===== config.mk =====
export PLATFORM = sky130hd
export DESIGN_NAME = sw_debounce
export DESIGN_NICKNAME = d
export VERILOG_FILES = /design/src/rtl/sw_debounce.sv
export SDC_FILE = /design/constraint.sdc
export NUM_CORES = 1
export LEC_CHECK = 0
export ABC_AREA = 0
export CAP_MARGIN = 30
export CORE_MARGIN = 2
export CORE_UTILIZATION = 56
export DETAILED_ROUTE_END_ITERATION = 6
export DONT_BUFFER_PORTS = 1
export PLACE_DENSITY = 0.72
export SKIP_CTS_REPAIR_TIMING = 1
export SLEW_MARGIN = 20
export SYNTH_ARGS = -nofsm -noshare
export SYNTH_HDL_FRONTEND = slang
export SYNTH_SLANG_ARGS = --single-unit
export TNS_END_PERCENT = 5

===== constraint.sdc =====
create_clock -name clk -period 1.6 [get_ports clk]
set_input_delay 0.32 -clock clk [delete_from_list [all_inputs] [get_ports clk]]
set_output_delay 0.32 -clock clk [all_outputs]
set_load 0.02 [all_outputs]

===== src/rtl/sw_debounce.sv =====
// sw_debounce: switch / push-button debouncer.
// Raw inputs are synchronized into clk, then sampled on rising edges of a slow
// sampling clock (a clock-divider tap treated as data). A channel's clean level
// moves only after STABLE consecutive samples disagree with the current level.
// Optional feature macro: SW_DEBOUNCE_EDGE_EN enables the registered
// press/release pulses; without it both pulse outputs are constant 0.
module sw_debounce #(
    parameter int N      = 8,
    parameter int STABLE = 4,
    parameter int CNT_W  = 3
) (
    input  logic         clk,
    input  logic         rst,
    input  logic         samp_clk,
    input  logic [N-1:0] raw_in,
    output logic [N-1:0] level,
    output logic [N-1:0] pressed,
    output logic [N-1:0] released
);

    // The count that completes a run of STABLE differing samples.
    localparam logic [CNT_W-1:0] CNT_LAST = CNT_W'(STABLE - 1);

    logic [N-1:0]     in_meta_reg;
    logic [N-1:0]     sync_in_reg;
    logic             samp_meta_reg;
    logic             sync_samp_reg;
    logic             sync_samp_d_reg;
    logic             strobe;

    logic [CNT_W-1:0] cnt_reg  [N];
    logic [CNT_W-1:0] cnt_next [N];
    logic [N-1:0]     level_reg;
    logic [N-1:0]     level_next;
    logic [N-1:0]     accept;

    // Two-flop synchronizers for the raw levels and the sampling clock, plus
    // one extra flop on the sampling clock for rising-edge detection.
    always_ff @(posedge clk or posedge rst) begin
        if (rst) begin
            in_meta_reg     <= '0;
            sync_in_reg     <= '0;
            samp_meta_reg   <= 1'b0;
            sync_samp_reg   <= 1'b0;
            sync_samp_d_reg <= 1'b0;
        end else begin
            in_meta_reg     <= raw_in;
            sync_in_reg     <= in_meta_reg;
            samp_meta_reg   <= samp_clk;
            sync_samp_reg   <= samp_meta_reg;
            sync_samp_d_reg <= sync_samp_reg;
        end
    end

    // One clk cycle per sampling-clock rising edge.
    assign strobe = sync_samp_reg & ~sync_samp_d_reg;

    // Per-channel counter and acceptance decision. A sample equal to the
    // current level restarts the run; the counter is cleared on acceptance,
    // so it never climbs past CNT_LAST.
    for (genvar gi = 0; gi < N; gi++) begin : g_chan
        logic differ;
        logic at_last;

        assign differ      = sync_in_reg[gi] ^ level_reg[gi];
        assign at_last     = (cnt_reg[gi] == CNT_LAST);
        assign accept[gi]  = strobe & differ & at_last;
        assign cnt_next[gi] = !strobe             ? cnt_reg[gi] :
                              (!differ || at_last) ? '0 :
                              cnt_reg[gi] + CNT_W'(1);
    end

    // An accepted channel always flips, since it only accepts on a difference.
    assign level_next = level_reg ^ accept;

    // Counter and debounced-level state.
    always_ff @(posedge clk or posedge rst) begin
        if (rst) begin
            level_reg <= '0;
            for (int i = 0; i < N; i++) begin
                cnt_reg[i] <= '0;
            end
        end else begin
            level_reg <= level_next;
            for (int i = 0; i < N; i++) begin
                cnt_reg[i] <= cnt_next[i];
            end
        end
    end

    assign level = level_reg;

`ifdef SW_DEBOUNCE_EDGE_EN
    logic [N-1:0] pressed_reg;
    logic [N-1:0] released_reg;

    // Pulses are registered on the same edge as the level change so they
    // appear in the first cycle of the new level and clear one cycle later.
    always_ff @(posedge clk or posedge rst) begin
        if (rst) begin
            pressed_reg  <= '0;
            released_reg <= '0;
        end else begin
            pressed_reg  <= accept & sync_in_reg;
            released_reg <= accept & ~sync_in_reg;
        end
    end

    assign pressed  = pressed_reg;
    assign released = released_reg;
`else
    assign pressed  = '0;
    assign released = '0;
`endif

endmodule

# ---- After elaboration in Yosys (flattened, before gate mapping)
# Cells that the tools add are included.
dict set report word_totals {
  ff_bits 51
  output_inout_bits 24
  wordCells 81
}
dict set report op_classes {
  n_addsub 8
  n_eq_ne 8
  n_mux 8
  bitwise 27
  n_reduce_logical 16
}
# cell count
set ops {}
lappend ops {{adder 3 x 1 -> 3 bit, second input constant} 8}
lappend ops {{equality test 3 x 2 -> 1 bit, second input constant} 8}
lappend ops {{two-way mux 3 bit} 8}
lappend ops {{bitwise AND 1 bit} 17}
lappend ops {{logical NOT 1 bit} 8}
lappend ops {{logical OR 1 bit} 8}
lappend ops {{XOR 1 bit} 8}
lappend ops {{XOR 8 bit} 1}
lappend ops {{inverter 1 bit} 1}

# ---- Logic depth before layout (Yosys ltp)
# Gate-level depths: netlist (run 1).
dict set report logic_depth {
  ltp_word 5
  ltp_mapped 4
  mapped_depth_nobuf 4
}

# ---- Worst setup path after synthesis (run 1)
# No wires, ideal clock.
dict set report synth_path {
  kind {reg-to-reg}
  from {register cnt_reg[3] (netlist bit)}
  to {register level_reg[6], in the netlist level[6]}
  setup_ns 0.128
  t_arrival_ns 1.203
  required_time_ns 1.472
  path_slack_ns 0.269
  stages_incl_launch_ff 5
  path_buffers 0
  synth_period_minus_slack_ns 1.331
  cell_sequence {dfrtp_1 ha_1 ha_1 nand3b_1 mux2_1}
}
dict set report synth_between {
  elab_chain_cells 3
}
# item line_no
set synth_rtl {}
lappend synth_rtl {{start, declared} 31} ;# logic [CNT_W-1:0] cnt_reg [N];
lappend synth_rtl {{start signal, assigned by index} 86} ;# cnt_reg[i] <= cnt_next[i];
lappend synth_rtl {{equality test 3 x 2 -> 1 bit} 66} ;# assign at_last = (cnt_reg[gi] == CNT_LAST);
lappend synth_rtl {{bitwise AND 1 bit} 67} ;# assign accept[gi] = strobe & differ & at_last;
lappend synth_rtl {{XOR 8 bit} 74} ;# assign level_next = level_reg ^ accept;
lappend synth_rtl {{net level_next[6]} 34} ;# logic [N-1:0] level_next;
lappend synth_rtl {{end signal, assigned} 84} ;# level_reg <= level_next;
lappend synth_rtl {{end, declared} 33} ;# logic [N-1:0] level_reg;
# The timed path passes the listed nets, and every way through them passes these cells.
# A chain may end at the register's enable or synchronous reset.

# ---- Worst setup path after layout (run 1)
dict set report layout_path {
  from {register cnt_reg[0] (netlist bit)}
  to {register cnt_reg[2] (netlist bit)}
}
dict set report layout_between {
  elab_chain_cells 3
  elab_cells_between_ends 4
}
# item line_no
set layout_rtl {}
lappend layout_rtl {{parallel branches: the longest is 2 deep, another holds adder 3 x 1 -> 3 bit} n/a}
lappend layout_rtl {{two-way mux 3 bit (*)} 69} ;# (!differ || at_last) ? '0 :
# Every way passes the cells marked *.

==> flow_summary.ini, run 1 <==
[outcome]
status = complete, no violations

[sta]
holdWs_ps = 48.1
slew_violations = 0
finalHoldViolations = 0
fin_setup_tns_ps = 0
period_minus_slack_ps = 1430
rsz0062_at_grt = false
setup_viol = 0
fin_skew_ps = 7.44
max_freq_ghz = 0.701
finalCritPeriodShare = 0.892

[clock_tree]
cts_sinks = 51
path_clk_slew_ps = 90
cts_tree = done
clock_path_buffers = 2
cts_buffers = 5
cts_root_buf = clkbuf_8
h-tree-depth = 2
clk_latency_ps = 290

[global_routing]
grt_pass1_vias = 1473
grt_max_degree = 34
antenna_found_initial = 0
grt.overflow.total = 0
grtUsageTotal = 0.165
grt_pass1_wl_mm = 6.54

[place]
port_buffers = 0
dpl.hpwl_mm = 2.58
gp_congestion = 0.768

[pwr]
p_leak_nw = 1.17
p_int_mw = 2.36
clkPwrFrac = 0.195
p_per_area_nw_per_um2 = 1400
pwr-share-seq = 0.559
ir_drop_v = 0.000970
net-switching-power_mw = 1.15
total_power_mw = 3.51
p_comb_frac = 0.245
netSwitchingFraction = 0.329

[worst_setup_path]
crit_type = register to register
r2r-end = cnt_reg[2]
cp_cell_sequence = ha_1, ha_1, nor4b_1, a22o_1
critPathLaunchType = register
cp_slowest_stage_delay_ps = 410
reg2reg_slack_ps = 170
cp_common_cell = ha_1
cp.required_ps = 1830
cp-end-kind = register
cpMaxStageDelayCell = dfrtp_1
r2r_start = cnt_reg[0]
cp.arrival_ps = 1660
crit_fanout = 4
r2r_cells = 4

[drt]
drc_errors = 0
viasPerCell = 5.77
drt-initial-drc-count = 45
vias = 1339
wirelength_mm = 3.62
routedWlPerCell_um = 15.6
first_pass_iters = 4
drt.antenna.violating_nets = 0

[finish]
syn_to_final_growth_pct = 4.36
nets = 208
utilization = 0.620
diodes = 0
largest_reg_flops = 24
layout-drive-gt1-share = 0.132
layout_common_cells = 51 x dfrtp_1, 24 x a22o_1, 16 x ha_1, 16 x conb_1
final_common_cell = dfrtp_1

[die]
rows = 23
fp.dieH_um = 69.6
die_area_um2 = 4850
die_x_um = 69.6
design.core.area_um2 = 4060
start_util = 0.594
io_pins = 35

[yosys]
netlist_area_um2 = 2410
syn-instance-count = 175
synthDistinctLibCells = 17
syn_area_per_cell_um2 = 13.8
seq_area_frac_synth = 0.529
synth-seq-cells = 51
ys_warn_count = 0

[hold_path]
worstHoldPathCells = 0
hp-class = input pin to register
timing.hold.worst.start = raw_in[4]
min_to = in_meta_reg[4]

[flow_run]
max_cap_viol_count = 0
[layer usage]
layer,global-route usage,wire length [um],vias to the layer above
met5,0,0,-
met4,0.0598,38,0
met3,0.0480,187,5
met2,0.283,1770,37
met1,0.197,1630,676
li1,-,-,621
[layout make-up]
class                           count  area, um^2
Clock buffer                        7        76.3
Clock inverter                      1        5.00
Fill cell                         303        1540
Inverter                            9        33.8
Multi-Input combinational cell    105         980
Sequential cell                    51        1280
Tap cell                           50        62.6
Timing Repair Buffer                9        82.6
[power by group through the flow]
stage	clock network (mW)	logic, mW	registers, mW
6_report	0.686	0.862	1.96
5_1_grt	0.762	0.997	2.01
4_1_cts	0.717	0.875	1.97
3_3_place_gp	0	0.783	1.97
2_1_floorplan	0	0.736	1.92
3_5_place_dp	0	0.863	1.99
[cells in the mapped netlist (all sizes together)]
cell type / n / area, um^2
nor4bb: 3 / 30.0
nand3b: 8 / 60.1
mux2: 8 / 90.1
xor2: 8 / 70.1
a22o: 24 / 210
inv: 9 / 33.8
conb: 1 / 3.75
dfrtp: 51 / 1280
nand2b: 1 / 6.26
and4bb: 5 / 62.6
buf: 25 / 178
nor4b: 16 / 190
ha: 16 / 200
[worst max path at each step]
stage | endpoint | depth (start not counted) | slack (ps) | start
6_report | cnt_reg[2] | 4 | 170 | cnt_reg[0]
5_1_grt | cnt_reg[2] | 4 | 70 | cnt_reg[0]
2_1_floorplan | cnt_reg[0] | 1 | 50 | rst
3_3_place_gp | level[6] | 4 | 230 | cnt_reg[3]
4_1_cts | cnt_reg[21] | 4 | 160 | cnt_reg[21]
3_5_place_dp | cnt_reg[6] | 4 | 180 | cnt_reg[6]
[through the flow]
stage	instance area, um^2	setup slack [ps]	std cells
2_1_floorplan	2470	50.5	190
3_3_place_gp	2420	228	223
3_5_place_dp	2420	184	223
4_1_cts	2510	164	231
5_1_grt	2520	69.7	232
6_report	2520	173	232
[worst max-delay path, delay by kind of cell, from the launching register on]
kind                     cells  cell delay (ps)
adder cells (fa/ha/maj)      2              430
AO/OA/AOI/OAI                1              180
AND/OR/NAND/NOR              1              350
flip-flops                   1              410
[cell families (layout without fill, tap and decap cells)]
family,count (synthesis),after routing,synth area share
adder cells (fa/ha/maj),16,16,0.0830
XOR/XNOR,8,8,0.0291
AND/OR/NAND/NOR,33,33,0.145
buffers and inverters,34,26,0.0877
multiplexers,8,8,0.0374
flip-flops,51,51,0.529
other,1,16,0.00156
AO/OA/AOI/OAI,24,24,0.0872
Power figures use the tool's default switching activity.
==> inputs of run 2 (changes only) <==
--- a/config.mk
+++ b/config.mk
@@ -12,6 +12,7 @@
 export DETAILED_ROUTE_END_ITERATION = 6
 export DONT_BUFFER_PORTS = 1
 export PLACE_DENSITY = 0.72
+export REMOVE_ABC_BUFFERS = 1
 export SKIP_CTS_REPAIR_TIMING = 1
 export SLEW_MARGIN = 20
 export SYNTH_ARGS = -nofsm -noshare
==> run 2 against run 1 <==
Effect of this change: setup slack got worse by 44 ps; via count up 2.8%; count of clock-buffer cells in the layout down 2; critical path depth unchanged; die area is the same; global-route usage grew 0.87 points; register-to-register slack got worse by 40 ps; clock power is 52% higher; non-clock buffer count unchanged; clock skew decreased by 1.9 ps; sequential cell count stayed put; critical path type unchanged; critical endpoint is now cnt_reg[12]; largest cell class unchanged.
==> flow_summary.ini, run 2 (synthesis results as in run 1) <==
[outcome]
status = complete, no violations

[finish]
final_common_cell = dfrtp_1
layout-drive-gt1-share = 0.143
syn_to_final_growth_pct = 6.64
fin_cells = 232
diodes = 0
largest_reg_flops = 24
utilization = 0.634
multi_input_area_um2 = 980
nets = 208
seqCellArea_um2 = 1280
fillerInstances = 294
stdcell_area_um2 = 2570
layout_common_cells = 51 x dfrtp_1, 24 x a22o_1, 16 x ha_1, 16 x conb_1

[worst_setup_path]
cp.arrival_ps = 1710
worst-path-buf-inv = 0
r2r-end = cnt_reg[12]
r2r_start = cnt_reg[12]
reg2reg_slack_ps = 130
cpMaxStageDelayCell = dfrtp_1
cp-end-kind = register
critPathTopFamily = adder cells
cp_common_cell = ha_1
r2r_cells = 4
cp_cell_sequence = ha_1, ha_1, nor4b_1, a22o_1
critPathLaunchType = register
crit_type = register to register
cp_slowest_stage_delay_ps = 420
crit_fanout = 4
cp.required_ps = 1840

[place]
dpl.hpwl_mm = 2.79
port_buffers = 0
dp_cells = 223
postPlaceCellArea_um2 = 2420
gp_congestion = 0.701
place_ws_ps = 160

[flow_run]
max_cap_viol_count = 0

[global_routing]
grt_pass1_vias = 1481
grtUsageMet3 = 0.0480
met1_usage = 0.205
grt_pass1_wl_mm = 6.62
grt_max_degree = 30
use_met2 = 0.285
grt.overflow.total = 0
grtUsageTotal = 0.173
antenna_found_initial = 0
busiest_layer = met2

[sta]
fin_skew_ps = 5.50
setup_slack_ps = 130
rsz0062_at_grt = false
max_freq_ghz = 0.680
fin_setup_tns_ps = 0
finalCritPeriodShare = 0.919
finalHoldViolations = 0
setup_viol = 0
slew_violations = 0
period_minus_slack_ps = 1470
holdWs_ps = 36.5

[hold_path]
hp-class = input pin to register
min_to = in_meta_reg[1]
timing.hold.worst.start = raw_in[1]
worstHoldPathCells = 0

[drt]
wirelength_mm = 3.81
viasPerCell = 5.93
first_pass_iters = 4
drt-initial-drc-count = 78
drt.antenna.violating_nets = 0
vias = 1376
drc_errors = 0
routedWlPerCell_um = 16.4

[pwr]
total_power_mw = 3.89
p_leak_nw = 1.20
p_per_area_nw_per_um2 = 1510
ir_drop_v = 0.00112

[clock_tree]
cts_root_buf = clkbuf_8
path_clk_slew_ps = 90
cts_sinks = 51
cts_buffers = 5
clock_path_buffers = 2
clk_latency_ps = 300
h-tree-depth = 2
cts_tree = done

[die]
fp.dieH_um = 69.6
die_area_um2 = 4850
die_x_um = 69.6
start_util = 0.594
io_pins = 35
rows = 23
design.core.area_um2 = 4060
run 2: changes by cell type in the layout (fill, tap and decap cells not counted), sizes merged:
cell	previous run	this run
bufinv	0	2
clkinv	1	0
clkbuf	7	5
clkinvlp	0	1
run 2: area by class of cell:
cell class,count,share of cell area
Tap cell,50,0.0243
Clock inverter,3,0.0263
Clock buffer,5,0.0268
Multi-Input combinational cell,105,0.381
Inverter,9,0.0131
Sequential cell,51,0.496
Timing Repair Buffer,9,0.0321
run 2: how the worst max path moves through the flow:
stage | startpoint | end | slack (ps) | cells past startpoint
final | cnt_reg[12] | cnt_reg[12] | 130 | 4
after global routing | cnt_reg[6] | cnt_reg[6] | 5 | 4
after CTS | cnt_reg[12] | cnt_reg[12] | 130 | 4
after detailed placement | cnt_reg[15] | cnt_reg[17] | 160 | 4
after global placement | cnt_reg[15] | level[2] | 250 | 4
after floorplan | sync_samp_d_reg | cnt_reg[0] | -90 | 2
run 2: worst reg2reg max path, stage by stage, from the launching register on:
cell and delay [ps]:
dfrtp_1 420, ha_1 230, ha_1 230, nor4b_1 340, a22o_1 190
run 2: where the power goes:
group          total [mW]  internal [mW]  switching (mW)
Clock                1.04          0.623           0.416
Combinational       0.880          0.454           0.426
Sequential           1.97           1.60           0.371
run 2: per-layer routing:
metal | share of wire | vias up
met5 | 0 | -
met4 | 0.026 | 0
met3 | 0.048 | 10
met2 | 0.51 | 42
met1 | 0.42 | 705
li1 | - | 619
==> inputs of run 3 (changes only) <==
--- a/config.mk
+++ b/config.mk
@@ -11,7 +11,7 @@
 export CORE_UTILIZATION = 56
 export DETAILED_ROUTE_END_ITERATION = 6
 export DONT_BUFFER_PORTS = 1
-export PLACE_DENSITY = 0.72
+export PLACE_DENSITY = 0.74
 export REMOVE_ABC_BUFFERS = 1
 export SKIP_CTS_REPAIR_TIMING = 1
 export SLEW_MARGIN = 20
==> run 3 against run 2 <==
Effect of this change: first-iteration DRC count down 7.7%; count of clock-buffer cells in the layout up 3; clock skew up 0.83 ps; cell count unchanged; sequential power about the same; clock power down 24%; setup slack better by 26 ps; critical endpoint is now cnt_reg[8]; highest routed layer unchanged.
==> flow_summary.ini, run 3 (synthesis results as in run 1) <==
[outcome]
status = complete, no violations

[pwr]
total_power_mw = 3.63
ir_drop_v = 0.000761
p_leak_nw = 1.18
p_per_area_nw_per_um2 = 1430

[finish]
stdcell_area_um2 = 2530
largest_reg_flops = 24
nets = 208
syn_to_final_growth_pct = 5.14
layout_common_cells = 51 x dfrtp_1, 24 x a22o_1, 16 x ha_1, 16 x conb_1
layout-drive-gt1-share = 0.137
diodes = 0
final_common_cell = dfrtp_1

[hold_path]
hp-class = input pin to register
worstHoldPathCells = 0

[drt]
routedWlPerCell_um = 16.2
drc_errors = 0
wirelength_mm = 3.76
viasPerCell = 5.85
vias = 1357
drt.antenna.violating_nets = 0
drt-initial-drc-count = 72
first_pass_iters = 4

[clock_tree]
cts_sinks = 51
clk_latency_ps = 300
clock_path_buffers = 2
h-tree-depth = 2
cts_tree = done
path_clk_slew_ps = 90
cts_root_buf = clkbuf_8
cts_buffers = 5

[worst_setup_path]
worstSetupStartpoint = cnt_reg[6]
endpoint = cnt_reg[8]
reg2reg_slack_ps = 160
r2r-end = cnt_reg[8]
cp.required_ps = 1840
r2r_cells = 4
crit_fanout = 3
cp-end-kind = register
crit_type = register to register
critPathLaunchType = register
cp.arrival_ps = 1680
r2r_start = cnt_reg[6]

[sta]
finalCritPeriodShare = 0.903
slew_violations = 0
max_freq_ghz = 0.692
rsz0062_at_grt = false
setup_viol = 0
finalHoldViolations = 0
fin_setup_tns_ps = 0
fin_skew_ps = 6.33
period_minus_slack_ps = 1440

[die]
design.core.area_um2 = 4060
die_area_um2 = 4850
io_pins = 35
fp.dieH_um = 69.6
rows = 23
start_util = 0.594
die_x_um = 69.6

[flow_run]
max_cap_viol_count = 0

[global_routing]
grt_pass1_vias = 1450
grt_max_degree = 35
antenna_found_initial = 0
grt_pass1_wl_mm = 6.63
grtUsageTotal = 0.174
grt.overflow.total = 0

[place]
port_buffers = 0
gp_congestion = 0.738
postPlaceCellArea_um2 = 2420
dpl.hpwl_mm = 2.75
## run 3: cell type report
type / instances / area (um^2)
Fill cell: 322 / 1520
Sequential cell: 51 / 1280
Timing Repair Buffer: 9 / 82.6
Inverter: 9 / 33.8
Multi-Input combinational cell: 105 / 980
Tap cell: 50 / 62.6
Clock buffer: 8 / 100
## run 3: stage by stage
step / worst slack [ps] / util / hold slack, ps / std cells
3_3_place_gp: 237 / 0.598 / 207 / 223
3_5_place_dp: 161 / 0.598 / 217 / 223
5_1_grt: 31.1 / 0.625 / 12.7 / 232
2_1_floorplan: -87.7 / - / 331 / 165
4_1_cts: 135 / 0.622 / -116 / 231
6_report: 156 / 0.625 / 37.1 / 232
## run 3: worst min-delay path by stage
stage / startpoint / slack (ps) / to
floorplan: in_meta_reg[0] / 330 / sync_in_reg[0]
global placement: rst / 210 / cnt_reg[23]
detailed placement: rst / 220 / cnt_reg[23]
CTS: rst / -120 / cnt_reg[22]
global route: raw_in[1] / 10 / in_meta_reg[1]
finish: raw_in[1] / 40 / in_meta_reg[1]
## run 3: critical path, stage by stage, from the launching register on
cell and delay [ps]:
dfrtp_1 410, ha_1 210, ha_1 280, nor4b_1 310, a22o_1 170
## run 3: where the power goes
group          switching [mW]  internal (mW)
Sequential              0.372           1.60
Combinational           0.419          0.449
Clock                   0.394          0.395
## run 3: metal layers
layer	GRT usage	routed length, um	vias to the layer above
li1	-	-	619
met1	0.201	1560	692
met2	0.297	1930	38
met3	0.0538	206	8
met4	0.0769	61	0
met5	0	0	-
